$ cat src/rtl/taylor_exp_engine.sv
// taylor_exp_engine: computes e^x for an unsigned Q0.8 operand by accumulating
// Taylor terms. Each term is derived from the previous one as
// term * x * coef[k], with coef read from an external combinational ROM
// holding 1/(k+1) in Q0.8. The result is unsigned Q8.8.
module taylor_exp_engine #(
  parameter int TERMS = 8  // Taylor terms after the constant 1.0, legal 1..12
) (
  input  logic        clk,
  input  logic        rst_n,
  input  logic        start,
  input  logic [7:0]  x,
  output logic [3:0]  rom_addr,
  input  logic [15:0] rom_data,
  output logic        busy,
  output logic        done,
  output logic [15:0] result
);

  typedef enum logic [2:0] {
    IDLE,
    MUL_X,
    MUL_C,
    ACC,
    DONE
  } state_t;

  localparam logic [3:0]  K_LAST = 4'(TERMS - 1);
  localparam logic [15:0] ONE_Q88 = 16'h0100;

  state_t      state;
  state_t      state_nxt;
  logic [7:0]  x_reg;
  logic [15:0] term;
  logic [15:0] sum;
  logic [3:0]  k;
  logic [23:0] prod_x;
  logic [31:0] prod_c;
  logic [16:0] sum_ext;
  logic [15:0] sum_sat;

  // Q8.8 * Q0.8 and Q8.8 * Q0.8 (ROM) products; the >>8 keeps Q8.8 and the
  // bit slice truncates to 16 bits with no rounding.
  assign prod_x  = 24'(term) * 24'(x_reg);
  assign prod_c  = 32'(term) * 32'(rom_data);
  assign sum_ext = 17'(sum) + 17'(term);
  assign sum_sat = sum_ext[16] ? 16'hFFFF : sum_ext[15:0];

  // The ROM is addressed straight from the iteration counter.
  assign rom_addr = k;

  // State register.
  // NOTE: sequential state uses non-blocking assignments so every register
  // samples the pre-edge values, independent of statement order.
  always_ff @(posedge clk or negedge rst_n) begin
    if (!rst_n) begin
      state <= IDLE;
    end else begin
      state <= state_nxt;
    end
  end

  // Next-state logic; start is only looked at in IDLE, so requests during a
  // run or in DONE are dropped rather than queued.
  always_comb begin
    // NOTE: default first so no path through the case leaves state_nxt
    // unassigned, which would infer a latch.
    state_nxt = state;
    case (state)
      IDLE:    if (start) state_nxt = MUL_X;
      MUL_X:   state_nxt = MUL_C;
      MUL_C:   state_nxt = ACC;
      ACC:     state_nxt = (k == K_LAST) ? DONE : MUL_X;
      DONE:    state_nxt = IDLE;
      default: state_nxt = IDLE;
    endcase
  end

  // Output decode: busy covers the three iteration states only.
  always_comb begin
    busy = 1'b0;
    case (state)
      MUL_X, MUL_C, ACC: busy = 1'b1;
      default:           busy = 1'b0;
    endcase
  end

  // Datapath: operand capture, term recurrence, saturating accumulation.
  always_ff @(posedge clk or negedge rst_n) begin
    if (!rst_n) begin
      x_reg <= '0;
      term  <= '0;
      sum   <= '0;
      k     <= '0;
    end else begin
      case (state)
        IDLE: begin
          if (start) begin
            x_reg <= x;
            term  <= ONE_Q88;
            sum   <= ONE_Q88;
            k     <= '0;
          end
        end
        MUL_X: term <= prod_x[23:8];
        MUL_C: term <= prod_c[23:8];
        ACC: begin
          sum <= sum_sat;
          if (k != K_LAST) k <= k + 4'd1;
        end
        DONE:    k <= '0;
        default: ;
      endcase
    end
  end

  // Result publication: result and the done pulse both appear on the edge
  // that leaves DONE, so result is already valid while done is high.
  always_ff @(posedge clk or negedge rst_n) begin
    if (!rst_n) begin
      done   <= 1'b0;
      result <= '0;
    end else begin
      done <= (state == DONE);
      if (state == DONE) result <= sum;
    end
  end

endmodule

$ cat config.mk
export PLATFORM = sky130hd
export DESIGN_NAME = taylor_exp_engine
export DESIGN_NICKNAME = d
export VERILOG_FILES = /design/src/rtl/taylor_exp_engine.sv
export SDC_FILE = /design/constraint.sdc
export NUM_CORES = 1
export LEC_CHECK = 0
export CAP_MARGIN = 5
export CORE_ASPECT_RATIO = 1.25
export CORE_MARGIN = 8
export CORE_UTILIZATION = 65
export CTS_CLUSTER_SIZE = 14
export DETAILED_ROUTE_END_ITERATION = 10
export GPL_ROUTABILITY_DRIVEN = 0
export HOLD_SLACK_MARGIN = 0.12
export PLACE_DENSITY_LB_ADDON = 0.12
export SYNTH_ARGS = -nofsm -noshare
export SYNTH_HDL_FRONTEND = slang
export SYNTH_SLANG_ARGS = --single-unit
$ cat constraint.sdc
create_clock -name clk -period 11.6 [get_ports clk]
set_input_delay 3.48 -clock clk [delete_from_list [all_inputs] [get_ports clk]]
set_output_delay 3.48 -clock clk [all_outputs]
set_load 0.02 [all_outputs]
==> key figures <==
Status
  • Status: finished clean

Routing
  • DRT antenna net count: 0
  • Via count: 10260
  • DRT iter0 DRCs: 490
  • DRC errors left: 0
  • DR vias/cell: 5.688
  • Total wire length: 32.13 mm
  • Drt wl/cell: 17.81 µm
  • DRT Pass-1 Iters: 5

Setup path
  • CP startpoint: rom_data[4]
  • Ordered list of cells on the worst path: clkdlybuf4s50_1 -> and2_1 -> fa_1 -> inv_1 -> fa_1 -> fa_1 -> inv_1 -> fa_1 -> fa_1 -> inv_1 -> fa_1 -> inv_1 -> ha_1 -> a21o_1 -> a21oi_1 -> nor2b_1 -> a21oi_1 -> o211ai_1 -> a41oi_2 -> nand3b_1 -> a41oi_1 -> a221o_1
  • Worst r2r dst: term[15]
  • Worst reg2reg path depth: 21
  • Cell mode on critical path: fa_1
  • CP arrival: 9670 ps
  • Worst setup SP type: primary input
  • WP data required: 11830 ps
  • Delay of the slowest cell on the worst path: 730 ps
  • Buf/Inv on CP: 5
  • Flop-to-flop setup slack: 4990 ps
  • Crit Path Max Fanout: 16
  • Endpoint class of the critical path: register
  • CP max-delay cell: clkdlybuf4s50_1
  • Crit Path Class: primary input to register
  • Crit path max-delay family: adder cells
  • FF-to-FF Start: term[7]
  • Critical path depth: 22
  • Setup crit end: term[15]

STA
  • Fin crit share: 81.36%
  • Final Setup Violations: 0
  • Slew margin rel.: 15.94%
  • RSZ-0062 raised after global routing: no
  • Setup TNS: 0 ps
  • Clk_skew: 8.378 ps
  • Peak Freq: 0.1060 GHz
  • Hold Vio Cnt, Final: 0
  • Worst Tran Pin Value: 1261 ps
  • Fin. max-slew vios: 0
  • Min cycle time layout: 9438 ps

Synthesis
  • Post-synth top flop: dfrtp_1
  • Cell Area, Synth: 13670 µm²
  • Async set-reset flop share out of synthesis: 100.0%
  • Synth Warn #: 0
  • Cell count after synthesis: 1524
  • Seq/Total Area, Yosys: 11.71%
  • Synth unique cells: 63
  • Yosys reg bits: 64
  • Syn_nets: 1926
  • EDFF count, synth: 0
  • Mean area per synthesized cell: 8.972 µm²

Die
  • Chip Height: 178.2 µm
  • Initial core utilization: 65.91%
  • Die W: 145.7 µm
  • Core area: 20740 µm²
  • Num rows: 59
  • Die footprint: 25960 µm²
  • # IOs: 49

CTS
  • Clock transition at path regs: 60 ps
  • CTS tree: built
  • Worst-skew pair later-pin latency: 350 ps
  • Hold Buf Count CTS: 0
  • Clock H-tree levels: 3
  • Clock buffer depth: 2
  • Clock Tree Root: clkbuf_16
  • Post-CTS setup buffers: 0
  • Clock sink count: 64
  • Post-CTS resize count: 0
  • CTS Buf Count: 9

Run
  • Max Cap Violations: 0

GRT
  • GR Util met3: 3.401%
  • Number of global-route vias before repair: 11300
  • Met1 Resource Use GR: 30.49%
  • Largest net degree at the start of global routing: 65
  • GR Overflow Total: 0
  • GRT Total Usage: 26.28%
  • M2 GR Usage: 48.08%
  • First-pass GRT wire length: 55.27 mm
  • GRT busiest layer: met2
  • Initial antenna violation count: 0

Worst hold path
  • HP Class: register to register
  • Hold Startpoint: rom_addr[3]

Layout
  • Area Growth Syn to Fin: 7.037%
  • Share of layout cells above drive strength 1: 4.444%
  • Filler instances: 1610
  • Diodes inserted: 0
  • Post-layout nets: 1927
  • Top Registers: result: 16 flops, sum: 16 flops, term: 16 flops

Placement
  • DPL Wire Length: 24.81 mm
  • IO buf count: 48
==> per-stage QoR <==
stage	instances	instance area (µm²)	hold slack [ps]	worst slack, ps	util (%)
floorplan	1524	13670	503.3	2847	-
global placement	1788	14330	490.5	1915	69.09
detailed placement	1788	14330	488.6	1844	69.09
CTS	1804	14640	501.1	2166	70.55
global route	1804	14640	517.3	1918	70.55
finish	1804	14640	502.7	2162	70.55
==> logic make-up (layout without fill, tap and decap cells) <==
family          count (synthesis)  in the layout  share of synthesized area [%]
flops                          64             64                          11.71
compound gates                154            154                          7.513
fa+ha+maj                     375            375                          48.10
buf+inv                       367            373                          10.08
simple gates                  489            489                          17.44
xor+xnor                       55             55                          3.523
mux                            20             20                          1.629
==> cell usage in the layout (no fill, tap or decap), types with 2 or more instances in the layout <==
master	instances
a21o_1	13
a21oi_1	51
a22oi_1	6
a31o_2	2
a31oi_1	10
a41oi_1	2
and2_1	164
buf_4	14
clkbuf_16	9
clkdlybuf4s50_1	47
clkinvlp_4	3
dfrtp_1	64
fa_1	251
ha_1	124
inv_1	295
inv_6	2
mux2_2	17
mux2i_1	2
nand2_1	243
nand2b_1	6
nand3_1	10
nand3b_1	6
nand4_1	5
nor2_1	30
nor2b_1	3
nor3_1	8
nor3b_1	2
o2111ai_1	2
o211ai_1	2
o21a_1	2
o21ai_0	24
o21ai_1	10
o21bai_1	4
o221ai_1	5
o31ai_2	3
or3_1	3
or3b_2	2
xnor2_1	32
xor2_1	23
==> synthesized netlist by cell type, types with 3 or more instances <==
cell      count  area share, %
a22oi_1       6           0.33
clkbuf_1     69            1.9
a31oi_1      10           0.46
a21o_1       13           0.71
nand2b_1      6           0.27
or3_1         3           0.14
mux2_2       17            1.4
nand2_1     243            6.7
nor3_1        8           0.29
nand4_1       5           0.23
and2_1      164            7.5
a21oi_1      51            1.9
o21ai_0      24           0.88
o31ai_2       3           0.27
inv_1       295            8.1
nor2b_1       3           0.14
ha_1        124             11
xnor2_1      32            2.0
o21bai_1      4           0.22
dfrtp_1      64             12
nand3_1      10           0.37
xor2_1       23            1.5
nand3b_1      6           0.33
fa_1        251             37
nor2_1       30           0.82
o21ai_1      10           0.37
o221ai_1      5           0.32
==> routing by layer <==
metal  share of wire, %  vias up  wire length, µm
met5                  0        -                0
met2                 52      313            16630
met4                3.5        0             1123
li1                   -     4656                -
met1                 39     5195            12660
met3                5.3       98             1709
==> final cells by class <==
type	instances	area (µm²)	share of cell area [%]
flip-flops and latches	64	1602	10.94
multi-input cells	1093	10700	73.10
clock inverters	7	78.83	0.5386
repair buffers	62	580.6	3.967
inverters	295	1107	7.566
well taps	274	342.8	2.342
clock buffers	9	225.2	1.539
==> how the worst min path moves through the flow <==
| stage | to | slack, ps | cells after the start |
|---|---|---|---|
| floorplan | sum[6] | 500 | 1 |
| global placement | result[7] | 490 | 1 |
| detailed placement | rom_addr[3] | 490 | 1 |
| CTS | rom_addr[3] | 500 | 1 |
| global route | result[1] | 520 | 1 |
| finish | rom_addr[3] | 500 | 1 |
Power is not shown: default switching activity piles up to over one toggle a cycle in this logic, so the estimate is an artifact.
